`config.mk`:
```
export PLATFORM = sky130hd
export DESIGN_NAME = rk8e_break_requester
export DESIGN_NICKNAME = d
export VERILOG_FILES = /design/src/rtl/rk8e_break_requester.sv
export SDC_FILE = /design/constraint.sdc
export NUM_CORES = 1
export LEC_CHECK = 0
export CORE_MARGIN = 1.5
export CORE_UTILIZATION = 39
export DETAILED_ROUTE_END_ITERATION = 12
export GPL_TIMING_DRIVEN = 0
export PLACE_DENSITY = 0.73
export SLEW_MARGIN = 20
export SYNTH_ARGS = -nofsm -noshare
export SYNTH_HDL_FRONTEND = slang
export SYNTH_SLANG_ARGS = --single-unit
```
`constraint.sdc`:
```
create_clock -name clk -period 4.55 [get_ports clk]
set_clock_uncertainty 0.05 [all_clocks]
set_input_delay 0.455 -clock clk [delete_from_list [all_inputs] [get_ports clk]]
set_output_delay 0.455 -clock clk [all_outputs]
set_load 0.01 [all_outputs]
```
`src/rtl/rk8e_break_requester.sv`:
```
// rk8e_break_requester
//   Device-side end of the CPU data-break channel for the RK8E disk controller.
//   A start pulse latches a block-transfer command (direction, 15-bit address,
//   word count). Each word is moved in one CPU break cycle (DB0/DB1/DB2).
//   Disk-side words arrive and leave through valid/ready handshakes.
//
// Ports
//   clk, reset            system clock, synchronous active-high reset
//   start                 1-cycle command strobe (ignored while busy)
//   cmd_to_disk           1 = memory->disk (memory read), 0 = disk->memory (write)
//   cmd_addr              start address: field [14:12], word [11:0]
//   cmd_count             words to move, 0 means 4096
//   abort                 stop at the next break boundary
//   cpu_state             CPU major-state register
//   break_in_prog         CPU break-in-progress flag
//   mem_rdata             memory read data, valid in DB1
//   din_valid/din_data    disk->memory word stream; din_ready accepts it
//   dout_valid/dout_data  memory->disk word stream; dout_ready accepts it
//   data_break            break request to the CPU
//   to_disk               direction of the current transfer
//   db_addr               memory address during a break (0 otherwise)
//   mem_wdata, mem_we     write data and single-cycle DB1 write strobe
//   busy, done            transfer active / 1-cycle completion pulse
//   cur_addr              next address to be used (current-address register)
//
// PDP-8 bit numbering maps as: address bit 0 -> [14], bit 14 -> [0].
module rk8e_break_requester #(
  parameter logic [4:0] DB0_ST = 5'd24,
  parameter logic [4:0] DB1_ST = 5'd25,
  parameter logic [4:0] DB2_ST = 5'd26
) (
  input  logic        clk,
  input  logic        reset,
  input  logic        start,
  input  logic        cmd_to_disk,
  input  logic [14:0] cmd_addr,
  input  logic [11:0] cmd_count,
  input  logic        abort,
  input  logic [4:0]  cpu_state,
  input  logic        break_in_prog,
  input  logic [11:0] mem_rdata,
  input  logic        din_valid,
  input  logic [11:0] din_data,
  output logic        din_ready,
  output logic        dout_valid,
  output logic [11:0] dout_data,
  input  logic        dout_ready,
  output logic        data_break,
  output logic        to_disk,
  output logic [14:0] db_addr,
  output logic [11:0] mem_wdata,
  output logic        mem_we,
  output logic        busy,
  output logic        done,
  output logic [14:0] cur_addr
);

  typedef enum logic [2:0] {
    S_IDLE,
    S_FILL,
    S_REQ,
    S_BRK,
    S_DRAIN,
    S_FIN
  } state_e;

  state_e      state_q;
  logic        to_disk_q;
  logic [14:0] cur_addr_q;
  logic [12:0] remaining_q;   // 13 bits so a zero count can hold 4096
  logic        abort_q;
  logic [11:0] wdata_q;
  logic [11:0] rdata_q;

  logic abort_seen;
  logic db0_hit;

  // An abort pulse counts from the cycle it arrives, even before it is latched.
  assign abort_seen = abort_q | abort;
  // The CPU has entered the break cycle for us.
  assign db0_hit    = break_in_prog && (cpu_state == DB0_ST);

  // NOTE: every register, including the data holding registers, is cleared by
  // the synchronous reset so a reset leaves no stale word on the buses.
  // NOTE: all state uses non-blocking assignments so every branch below sees
  // the pre-edge values of the other registers.
  always_ff @(posedge clk) begin
    if (reset) begin
      state_q     <= S_IDLE;
      to_disk_q   <= 1'b0;
      cur_addr_q  <= '0;
      remaining_q <= '0;
      abort_q     <= 1'b0;
      wdata_q     <= '0;
      rdata_q     <= '0;
    end else begin
      case (state_q)
        S_IDLE: begin
          // A start coincident with abort starts cleanly; the abort is dropped.
          if (start) begin
            to_disk_q   <= cmd_to_disk;
            cur_addr_q  <= cmd_addr;
            remaining_q <= (cmd_count == 12'd0) ? 13'd4096 : {1'b0, cmd_count};
            abort_q     <= 1'b0;
            state_q     <= cmd_to_disk ? S_REQ : S_FILL;
          end
        end
        S_FILL: begin
          abort_q <= abort_seen;
          if (abort_seen) begin
            state_q <= S_FIN;
          end else if (din_valid) begin
            wdata_q <= din_data;
            state_q <= S_REQ;
          end
        end
        S_REQ: begin
          abort_q <= abort_seen;
          // Once DB0 is seen the break is committed and completes despite abort.
          if (db0_hit) begin
            state_q <= S_BRK;
          end else if (abort_seen) begin
            state_q <= S_FIN;
          end
        end
        S_BRK: begin
          abort_q <= abort_seen;
          if (to_disk_q && (cpu_state == DB1_ST)) begin
            rdata_q <= mem_rdata;
          end
          if (cpu_state == DB2_ST) begin
            // Only the word field advances; the field bits never change.
            cur_addr_q  <= {cur_addr_q[14:12], cur_addr_q[11:0] + 12'd1};
            remaining_q <= remaining_q - 13'd1;
            if (to_disk_q) begin
              state_q <= S_DRAIN;
            end else if ((remaining_q == 13'd1) || abort_seen) begin
              state_q <= S_FIN;
            end else begin
              state_q <= S_FILL;
            end
          end
        end
        S_DRAIN: begin
          abort_q <= abort_seen;
          if (dout_ready) begin
            state_q <= ((remaining_q == 13'd0) || abort_seen) ? S_FIN : S_REQ;
          end
        end
        S_FIN: begin
          abort_q <= 1'b0;
          state_q <= S_IDLE;
        end
        default: state_q <= S_IDLE;
      endcase
    end
  end

  // Status and handshake outputs are decodes of the state register. The break
  // request and write strobe also follow cpu_state/abort within the same
  // cycle: the request must fall as soon as DB0 (or an abort) is seen, and the
  // write strobe must cover exactly the DB1 cycle.
  assign busy       = (state_q == S_FILL) || (state_q == S_REQ) ||
                      (state_q == S_BRK)  || (state_q == S_DRAIN);
  assign done       = (state_q == S_FIN);
  assign din_ready  = (state_q == S_FILL) && !abort_seen;
  assign dout_valid = (state_q == S_DRAIN);
  assign dout_data  = rdata_q;
  assign data_break = (state_q == S_REQ) && !db0_hit && !abort_seen;
  assign to_disk    = to_disk_q;
  assign db_addr    = (state_q == S_BRK) ? cur_addr_q : 15'd0;
  assign mem_wdata  = wdata_q;
  assign mem_we     = (state_q == S_BRK) && !to_disk_q && (cpu_state == DB1_ST);
  assign cur_addr   = cur_addr_q;

endmodule

```
=== Yosys cells after proc, flatten, opt, wreduce, memory -nomap -nowiden ===
Cells that the tools add are included.

* Output and inout port bits: 61
* Input bits: 64
* Flip-flop bits (word level): 57

* Muxes and demuxes: 22
* Equality and inequality tests: 14
* $add $sub $neg: 2
* Reduce and logical (&&, ||, !) cells: 28
* Bitwise logic cells: 3

{| class="wikitable"
|+ Operators by type and width
! operator !! number
|-
| $mux 13 || 3
|-
| $mux 15 || 2
|-
| $mux 3 || 10
|-
| $pmux 15 s2 || 1
|-
| $pmux 13 s2 || 1
|-
| $eq 5x5->1 const B || 3
|-
| $pmux 3 s5 || 1
|-
| $eq 13x1->1 const B || 1
|-
| $logic_not 13->1 || 1
|-
| $sub 13x1->13 const B || 1
|-
| $add 12x1->12 const B || 1
|-
| $logic_not 12->1 || 1
|-
| $mux 12 || 1
|-
| $reduce_and 3->1 || 3
|-
| $logic_and 1x1->1 || 7
|-
| $eq 3x2->1 const B || 2
|-
| $eq 3x3->1 const B || 2
|-
| $ne 3x3->1 const B || 2
|-
| $reduce_and 2->1 || 3
|-
| $logic_or 1x1->1 || 5
|-
| $reduce_and 5->1 || 1
|-
| $ne 2x2->1 const B || 2
|-
| $reduce_or 4->1 || 1
|-
| $eq 3x1->1 const B || 1
|-
| 10 further kinds || 13
|}

=== Logic depth before layout (Yosys ltp) ===
Gate-level depths: netlist (run 1).

* Word-level depth: 6
* Mapped depth: 9
* Gate-level depth less buffers: 7

=== Worst setup path before layout (run 1) ===
No wires, ideal clock.

* Path type: input -> output
* Start point: in abort
* End point: out din_ready
* Setup slack: 2.688 ns
* Required time: 4.045 ns
* Arrival: 1.357 ns
* Path buffers: 1
* Stages on the path: 3
* Path through: or2_2 > nor4b_4 > buf_2

* Word-level cells in the longest chain between the ends: 3

{| class="wikitable"
|+ Ends and longest elaborated chain
! what !! RTL line !! RTL
|-
| from (decl) || 38 || <nowiki>input logic abort,</nowiki>
|-
| $or 1x1->1 || 79 || <nowiki>assign abort_seen = abort_q | abort;</nowiki>
|-
| $logic_not 1->1 || 166 || <nowiki>assign din_ready = (state_q == S_FILL) && !abort_seen;</nowiki>
|-
| $logic_and 1x1->1 || 166 ||
|-
| to (decl) || 44 || <nowiki>output logic din_ready,</nowiki>
|}

Every way passes these cells.

=== Final worst setup path (run 1) ===
* Start point: reg state_q[2]
* End point: out db_addr[9]

* Word-level cells in the longest chain between the ends: 2

{| class="wikitable"
|+ Ends and longest elaborated chain
! what !! RTL line !! RTL
|-
| from (decl) || 67 || <nowiki>state_e state_q;</nowiki>
|-
| from (signal assigned) || 105 || <nowiki>state_q <= cmd_to_disk ? S_REQ : S_FILL;</nowiki>
|-
| from (signal assigned) || 147 || <nowiki>state_q <= ((remaining_q == 13'd0) || abort_seen) ? S_FIN : S_REQ;</nowiki>
|-
| $eq 3x2->1 || 171 || <nowiki>assign db_addr = (state_q == S_BRK) ? cur_addr_q : 15'd0;</nowiki>
|-
| $mux 15 || 171 ||
|-
| to (decl) || 50 || <nowiki>output logic [14:0] db_addr,</nowiki>
|}

Every way passes these cells.

==> results of run 1 <==
## cell usage after synthesis, types with 4 or more instances
cell      instances  share of area (%)
a21oi_1          43                6.8
buf_2             8                1.3
mux2i_1          13                4.1
and2_1           19                3.8
nand3_1          24                3.8
inv_1             9                1.1
dfxtp_1          57                 36
nor3b_1           4               0.95
a31oi_1           9                1.8
clkbuf_1         15                1.8
nand2_1          56                6.7
nor3_1            8                1.3
nor2_1           39                4.6
buf_4             4               0.95
o21ai_0          25                4.0
a32o_1            5                1.6
nor4_1            7                1.4
a211oi_1          6                1.4
## where the power goes
part           total (mW)  switching [mW]  internal (mW)
registers           0.690           0.101          0.590
clock network       0.591           0.213          0.378
logic               0.892           0.492          0.400
## area by class of cell
| cell class | count | area [um^2] |
|---|---|---|
| plain buffers | 29 | 149 |
| clock inverters | 5 | 103 |
| clock buffers | 11 | 141 |
| fillers | 719 | 3010 |
| inverters | 9 | 33.8 |
| multi-input cells | 312 | 1830 |
| well taps | 102 | 128 |
| flip-flops and latches | 57 | 1140 |
| repair buffers | 123 | 1230 |
## cell usage in the layout, fill, tap and decap left out, types with 10 or more instances in the layout
cell type | Yosys | routed
nand3_1 | 24 | 24
a21oi_1 | 43 | 43
clkdlybuf4s50_1 | 0 | 123
clkbuf_8 | 0 | 10
dfxtp_1 | 57 | 57
clkbuf_1 | 15 | 16
nand2_1 | 56 | 56
o21ai_0 | 25 | 25
nor2_1 | 39 | 39
and2_1 | 19 | 19
mux2i_1 | 13 | 13
## flip-flops by register name, indices dropped and copies added (netlist names)
signal and count:
cur_addr 15, remaining_q 13, abort_q 1, dout_data 12, to_disk 1, mem_wdata 12, state_q 3
## critical path, cell delays in order, from the launching register on
cell and delay (ps):
dfxtp_1 300, buf_4 170, and3b_1 210, buf_2 130
buf_2 260, clkbuf_1 400, and2_1 210, clkdlybuf4s50_1 540
## stage by stage
| step | utilization, % | cell area, um^2 | std cells | total power [mW] | hold WS (ps) |
|---|---|---|---|---|---|
| after global placement | 58.1 | 4510 | 632 | 1.56 | 391 |
| after floorplan | - | 3160 | 407 | 1.22 | 400 |
| after CTS | 61.3 | 4760 | 648 | 2.17 | 409 |
| after global routing | 61.3 | 4760 | 648 | 2.30 | 427 |
| final | 61.3 | 4760 | 648 | 2.17 | 409 |
| after detailed placement | 58.1 | 4510 | 632 | 1.57 | 399 |
## path summary, 6_finish.rpt
path             startpoint       endpoint  cells after the start
min reg2reg   mem_wdata[11]  mem_wdata[11]                      2
max reg2reg  remaining_q[0]     state_q[0]                      7
max              state_q[2]     db_addr[9]                      7
min           mem_wdata[11]  mem_wdata[11]                      2
## per-layer routing
layer	vias up	GRT usage [%]	wire length, um
met2	177	38.5	4910
met5	-	0	0
met4	0	8.84	133
li1	1726	-	-
met3	13	6.65	878
met1	1646	32.9	4690
## cell families after synthesis
group	after synthesis	share of synthesized area (%)
XOR/XNOR	2	0.555
AO/OA/AOI/OAI	112	21.9
adder cells (fa/ha/maj)	3	1.19
AND/OR/NAND/NOR	182	30.3
multiplexers	13	4.12
buffers and inverters	38	5.79
flip-flops	57	36.2
==> results.cfg, run 1 <==
[status]
outcome = complete, no violations

[sta]
clock.fmax_mhz = 326
rsz0062_at_grt = false
timing.final.hold_violations = 0
setup_viol = 0
period_share_pct = 67.4
slew_violations = 0
period_minus_slack_ps = 3070
tns_ps = 0
slew_headroom_pct = 53.5
worst-slew-pin-transition_ps = 695
timing.final.ws_setup_ps = 1480

[detailed_routing]
route.detailed.drc = 0
drt_wl_total_um = 10600
post_drt_via_cell_ratio = 5.50
drt_first_iter_violations = 324
ant_nets = 0
vias = 3562
dr.pass1.iters = 5
routedWlPerCell_um = 16.4

[clocking]
cts_setup_buffers = 0
path_clk_slew_ps = 70
cts_resized = 0
h-tree-depth = 3
cts_buffers = 9
ctsHoldBuffers = 0
ctsLongestPathBuffers = 2
cts_root_buf = clkbuf_8
clk_latency_ps = 340
cts.sinks = 57
cts_tree = yes

[grt]
grt_pass1_wl_um = 16800
grt_max_degree = 11
grt_pass1_vias = 3420
grt_overflow = 0
grt_usage_pct = 24.8
antenna_found_initial = 0

[synth]
synth_edf_count = 0
ys_types = 53
yosysSeqAreaShare_pct = 36.2
avgSynthCellArea_um2 = 7.75
synth_ff_type = dfxtp_1
syn_nets = 474
ys_async_sr_fraction_pct = 0
syn_inst = 407
yosys_register_bits = 57
syn_area_mm2 = 0.00316
yosysWarningCount = 0

[floorplanning]
floorplan.die_area_mm2 = 0.00864
initial_utilization_pct = 40.6
row_count = 32
coreArea_mm2 = 0.00777
die_h_um = 93.0
ios = 125
die_x_um = 93.0

[run]
max-cap-violations = 0

[place]
globalplace.congestion = 0.869
dpl_worst_slack_ps = 1490
hpwlAfterDp_um = 7850
portBuffers = 123

[setup_path]
required_ps = 4050
worstSetupEndpointType = output port
r2r_slack_ps = 2370
cp_max_fo = 10
critPathArrivalTime_ps = 2560
worstSetupStartpointType = flop
crit_type = flop to output port

[pwr]
p_leak_nw = 1.85
ir_drop_mv = 0.230
p_per_area_mw_per_mm2 = 457

[cells_and_area]
drive_above_1_share_pct = 6.78
diodes = 0
nets = 608
area_delta_synth_final_pct = 50.8

[hold_path]
min_path_type = flop to flop
No activity file was read; power rests on OpenSTA's default activity.
==> run 2, diff against run 1 <==
Clock period 4.55 ns to 2.9 ns, I/O delays scaled along.
==> results.cfg, run 2 (same netlist as run 1, synthesis figures left out) <==
[floorplanning]
coreArea_mm2 = 0.00777
die_h_um = 93.0
initial_utilization_pct = 40.6
floorplan.die_area_mm2 = 0.00864
ios = 125
die_x_um = 93.0
row_count = 32

[grt]
grt_usage_pct = 24.7
antenna_found_initial = 0
grt_pass1_vias = 3422
grt_max_degree = 20
grt_overflow = 0
grt_pass1_wl_um = 16700

[cells_and_area]
diodes = 0
largest_reg_flops = 15
stdcell_count = 647
final_cell_mix = 123 x clkdlybuf4s50_1, 57 x dfxtp_1, 56 x nand2_1
nets = 607
layout_commonest_cell = clkdlybuf4s50_1
fillCellCount = 720
drive_above_1_share_pct = 6.79
area_delta_synth_final_pct = 50.7
final_area_mm2 = 0.00475

[sta]
period_share_pct = 93.8
setup_viol = 0
tns_ps = 0
rsz0062_at_grt = false
worst-slew-pin-transition_ps = 696
timing.final.ws_setup_ps = 180
slew_headroom_pct = 53.2
slew_violations = 0
period_minus_slack_ps = 2720
timing.final.hold_violations = 0
clock.fmax_mhz = 368

[detailed_routing]
vias = 3554
dr.pass1.iters = 5
routedWlPerCell_um = 16.3
post_drt_via_cell_ratio = 5.49
drt_wl_total_um = 10500
ant_nets = 0
route.detailed.drc = 0
drt_first_iter_violations = 311

[place]
dp_cells = 632
hpwlAfterDp_um = 7850
dpl_worst_slack_ps = 171
portBuffers = 123
globalplace.congestion = 0.869
postPlaceCellArea_mm2 = 0.00451

[clocking]
cts_tree = yes
clk_latency_ps = 350
cts_setup_buffers = 0
ctsHoldBuffers = 0
h-tree-depth = 3
cts.sinks = 57
cts_resized = 0
path_clk_slew_ps = 70
cts_root_buf = clkbuf_8
ctsLongestPathBuffers = 2
cts_buffers = 9

[setup_path]
required_ps = 2560
worstSetupStartpointType = input pin
r2r-end = state_q[0]
rr_worst_depth = 7
crit-reg2reg-launch = remaining_q[0]
cp_max_fo = 10
worstSetupEndpointType = output port
critPathArrivalTime_ps = 2380
r2r_slack_ps = 690
crit_type = input pin to output port

[pwr]
p_per_area_mw_per_mm2 = 717
p_leak_nw = 1.85
ir_drop_mv = 0.360
p_total_mw = 3.41

[hold_path]
whs_endpoint = mem_wdata[11]
hold_depth = 2
min_path_type = flop to flop
hp-start = mem_wdata[11]

[run]
max-cap-violations = 0

[status]
outcome = complete, no violations
## run 2: cell count changes in the layout (fill, tap and decap cells not counted), sizes merged
cell    before  now
clkbuf      26   25
## run 2: final cells by class
type                            count  area [um^2]  share of cell area, %
Multi-Input combinational cell    312         1830                   38.5
Timing Repair Buffer              123         1230                   25.9
Sequential cell                    57         1140                   24.0
Buffer                             28          145                   3.05
Clock buffer                       11          141                   2.97
Tap cell                          102          128                   2.68
Clock inverter                      5          103                   2.16
Inverter                            9         33.8                  0.711
## run 2: how the worst max path moves through the flow
stage	start	end	slack, ps	cells past startpoint
2_1_floorplan	remaining_q[0]	remaining_q[12]	1170	8
3_3_place_gp	abort	din_ready	140	5
3_5_place_dp	abort	din_ready	170	5
4_1_cts	abort	din_ready	150	5
5_1_grt	abort	din_ready	90	5
6_report	abort	din_ready	180	5
## run 2: stage by stage
step | utilization [%] | hold WS, ps
detailed placement | 58.1 | 399
global route | 61.2 | 427
CTS | 61.2 | 409
floorplan | - | 376
finish | 61.2 | 408
global placement | 58.1 | 391
## run 2: power breakdown
part | total, mW | switching (mW) | internal (mW)
Combinational | 1.40 | 0.770 | 0.626
Sequential | 1.08 | 0.157 | 0.925
Clock | 0.931 | 0.338 | 0.593
## run 2: metal layers
layer	wire (um)	vias to the layer above	global-route usage, %
li1	-	1731	-
met1	4470	1618	32.8
met2	4910	187	38.0
met3	1020	18	6.73
met4	152	0	9.34
met5	0	-	0
## run 2: critical path: stages
cell,delay (ps)
clkdlybuf4s50_1,440
or2_2,360
nor4b_4,420
buf_2,300
clkdlybuf4s50_1,570
==> run 3, diff against run 2 <==
Settings changed: CAP_MARGIN from default to 40, CORE_ASPECT_RATIO from default to 0.9.
==> results.cfg, run 3 (same netlist as run 1, synthesis figures left out) <==
[cells_and_area]
fillCellCount = 694
final_cell_mix = 123 x clkdlybuf4s50_1, 57 x dfxtp_1, 56 x nand2_1
area_delta_synth_final_pct = 48.9
layout_commonest_cell = clkdlybuf4s50_1
largest_reg_flops = 15
post-route-util_pct = 61.1
final_area_mm2 = 0.00470
regArea_mm2 = 0.00114
multi_input_area_mm2 = 0.00183
diodes = 0
nets = 607
drive_above_1_share_pct = 6.62

[grt]
top_usage_layer = met2
grt_util_met2_pct = 37.8
grtUsageMet1_pct = 29.8
antenna_found_initial = 0
grt_max_degree = 20
grt_overflow = 0
grt_pass1_vias = 3309
grt_pass1_wl_um = 15900
grt_usage_pct = 23.0
met3_usage_pct = 6.79

[setup_path]
crit-reg2reg-launch = remaining_q[0]
crit_type = input pin to output port
worstSetupStartpointType = input pin
critPathArrivalTime_ps = 2370
r2r-end = state_q[0]
rr_worst_depth = 7
cp_max_fo = 10
worstSetupEndpointType = output port
required_ps = 2560
r2r_slack_ps = 700

[detailed_routing]
post_drt_via_cell_ratio = 5.53
vias = 3538
drt_wl_total_um = 10100
route.detailed.drc = 0
dr.pass1.iters = 5
ant_nets = 0
routedWlPerCell_um = 15.7
drt_first_iter_violations = 218

[hold_path]
hold_depth = 2
hp-start = mem_wdata[10]
whs_endpoint = mem_wdata[10]
min_path_type = flop to flop

[clocking]
path_clk_slew_ps = 60
cts_buffers = 9
ctsLongestPathBuffers = 2
cts_tree = yes
cts_resized = 0
cts.sinks = 57
clk_latency_ps = 340
cts_root_buf = clkbuf_8
h-tree-depth = 3

[run]
max-cap-violations = 0

[sta]
slew_headroom_pct = 56.8
holdWs_ps = 407
timing.final.hold_violations = 0
tns_ps = 0
clock.fmax_mhz = 369
setup_viol = 0
rsz0062_at_grt = false
period_minus_slack_ps = 2710
slew_violations = 0
worst-slew-pin-transition_ps = 645
period_share_pct = 93.4

[place]
postPlaceCellArea_mm2 = 0.00451
hpwlAfterDp_um = 7550
portBuffers = 123
globalplace.congestion = 0.962

[pwr]
p_per_area_mw_per_mm2 = 682
p_total_mw = 3.21
p_leak_nw = 1.83
ir_drop_mv = 0.451

[floorplanning]
die_h_um = 88.3
die_x_um = 97.8
coreArea_mm2 = 0.00769
floorplan.die_area_mm2 = 0.00864
ios = 125
row_count = 30
initial_utilization_pct = 41.0

[status]
outcome = complete, no violations
-- run 3: routing by layer --
layer | up-vias | wire length (um)
met3 | 12 | 841
met2 | 147 | 4670
met1 | 1647 | 4440
li1 | 1732 | -
met5 | - | 0
met4 | 0 | 121
-- run 3: repair_timing --
| action | 4_1_cts | 5_1_grt |
|---|---|---|
| setup endpoints to repair | 9 | 0 |
| hold buffers | 0 | 0 |
| setup buffers | 0 | 0 |
-- run 3: how the worst max path moves through the flow --
stage,from,to,slack (ps),cells past startpoint
after floorplan,remaining_q[0],remaining_q[12],1170,8
after detailed placement,abort,din_ready,210,5
after CTS,abort,din_ready,200,5
final,abort,din_ready,190,5
after global placement,abort,din_ready,220,5
after global routing,abort,din_ready,70,5
-- run 3: worst max-delay path, stage by stage --
cell,delay [ps]
clkdlybuf4s50_1,440
or2_2,360
nor4b_4,410
buf_2,300
clkdlybuf4s50_1,570
-- run 3: area by class of cell --
| cell class | count | share of cell area [%] |
|---|---|---|
| Tap cell | 96 | 2.56 |
| Inverter | 9 | 0.719 |
| Timing Repair Buffer | 123 | 26.2 |
| Sequential cell | 57 | 24.3 |
| Clock inverter | 3 | 0.852 |
| Clock buffer | 12 | 3.30 |
| Buffer | 28 | 3.09 |
| Multi-Input combinational cell | 312 | 39.0 |
-- run 3: per-stage QoR --
step / setup slack [ps] / cells
after floorplan: 1170 / 407
after global placement: 217 / 626
after detailed placement: 211 / 626
after CTS: 200 / 640
after global routing: 73.8 / 640
final: 190 / 640
-- run 3: power by group --
part,total (mW),switching (mW),internal [mW]
registers,1.08,0.153,0.925
logic,1.38,0.755,0.627
clock network,0.746,0.310,0.436
==> RTL change, RTL diff (flow settings as in run 1) <==
The 6 states of `state_e` get a one-hot encoding in 6 bits.
--- a/src/rtl/rk8e_break_requester.sv
+++ b/src/rtl/rk8e_break_requester.sv
@@ -55,13 +55,13 @@
   output logic [14:0] cur_addr
 );
 
-  typedef enum logic [2:0] {
-    S_IDLE,
-    S_FILL,
-    S_REQ,
-    S_BRK,
-    S_DRAIN,
-    S_FIN
+  typedef enum logic [5:0] {
+    S_IDLE  = 6'b000001,
+    S_FILL  = 6'b000010,
+    S_REQ   = 6'b000100,
+    S_BRK   = 6'b001000,
+    S_DRAIN = 6'b010000,
+    S_FIN   = 6'b100000
   } state_e;
 
   state_e      state_q;
Behaviour: same outputs for any inputs over 4 cycles, from zero or initial values and one cycle with reset high; so few cycles prove little.
==> RTL change against run 1 <==
Global-route usage increased by 0.42 points; count of clock-buffer cells in the layout unchanged; sequential share of layout area increased by 0.75 points; cell area increased by 2.1%; critical path depth increased by 1; core utilization decreased by 2.2 points; synthesized area increased by 5.1%; wire length increased by 5.3%; register-to-register slack got worse by 420 ps; sequential cell count increased by 3; worst setup slack got worse by 550 ps; critical path type unchanged; critical endpoint is now mem_we.
Power is not compared: it rests on default switching activity, and its combinational part moved more than twofold at a synthesized area within 25%.
==> RTL change: results (changes against run 1) <==
----------------------------------------------------
[Drt]
  DR pass1 iterations ... 4 (was 5)
  Wire length after detailed routing ... 11.2 mm (was 10.6 mm)
  DR vias/cell ... 5.67 (was 5.50)
  Violation count after the first detailed-routing iteration ... 265 (was 324)

[Yosys]
  Adder-Cell Fraction of Synth Area ... 0.0151 (was 0.0119)
  Number of library cell types mapped by synthesis ... 62 (was 53)
  Post-synthesis mux area share ... 0.00339 (was 0.0412)
  Cell types occupying the most area after synthesis ... dfxtp_1, a21oi_1, nand2_1, o21ai_0, nor2_1 (was dfxtp_1, a21oi_1, nand2_1, nor2_1, mux2i_1)
  Net count after synthesis ... 508 (was 474)
  Area fraction in compound gates after synthesis ... 0.229 (was 0.219)
  Post-Synth XOR/XNOR Area ... 0.00264 (was 0.00555)
  Share of the yosys chip area belonging to registers ... 0.362 (about the same)
  Top cells by instance count after synthesis ... nand2_1, dfxtp_1, a21oi_1 (was dfxtp_1, nand2_1, a21oi_1)

[Global routing]
  Overall routing resource usage ... 0.252 (was 0.248)
  Number of global-route vias before repair ... 3,656 (was 3,420)
  First-pass GRT wire length ... 17.6 mm (was 16.8 mm)

[Layout]
  Share of final-layout standard cells stronger than drive strength 1 ... 0.0779 (was 0.0678)
  Final net count ... 642 (was 608)

[Setup path]
  Endpoint of the most critical setup path ... mem_we (was db_addr[9])
  Crit path launch ... state_q[3] (was state_q[2])
  Critical path arrival ... 3120 ps (was 2560 ps)
  RR Endpoint ... remaining_q[7] (was state_q[0])
  Worst setup slack for register-to-register paths ... 1950 ps (was 2370 ps)

[Status]
  Result of the run ... finished clean (unchanged)

[Clock tree]
  TritonCTS Buffers ... 9 (unchanged)
  H-tree Lvls ... 3 (unchanged)

[Power and ir drop]
  Peak supply drop ... 146 uV

[STA]
  Transition at the pin with the smallest max-transition slack ... 768 ps (was 695 ps)
  Hold slack final ... 406 ps (was 409 ps)

[Placed design]
  Minimum setup slack after placement ... 1330 ps (was 1490 ps)
  Hpwl dp ... 8.25 mm (was 7.85 mm)

[Worst hold path]
  Beginning of the worst hold path ... dout_data[7] (was mem_wdata[11])
  Hold Crit Endpoint ... dout_data[7] (was mem_wdata[11])

----------------------------------------------------
==> RTL change: cell type report <==
| cell class | instances | area, sq um |
|---|---|---|
| Sequential cell | 60 | 1200 |
| Inverter | 9 | 33.8 |
| Timing Repair Buffer | 123 | 1230 |
| Clock inverter | 4 | 25.0 |
| Tap cell | 105 | 131 |
| Multi-Input combinational cell | 340 | 1940 |
| Fill cell | 768 | 3360 |
| Buffer | 31 | 146 |
| Clock buffer | 11 | 151 |
==> RTL change: per-layer routing <==
| layer | track usage | share of wire | vias up |
|---|---|---|---|
| li1 | - | - | 1847 |
| met1 | 0.328 | 0.43 | 1808 |
| met2 | 0.404 | 0.46 | 196 |
| met3 | 0.0470 | 0.092 | 19 |
| met4 | 0.113 | 0.016 | 0 |
| met5 | 0 | 0 | - |
==> RTL change: per-stage QoR <==
step	std cells	total power, mW	area [sq um]
finish	683	1.28	4860
global route	683	1.34	4860
CTS	683	1.28	4860
detailed placement	668	0.843	4680
global placement	668	0.838	4680
floorplan	440	0.717	3320
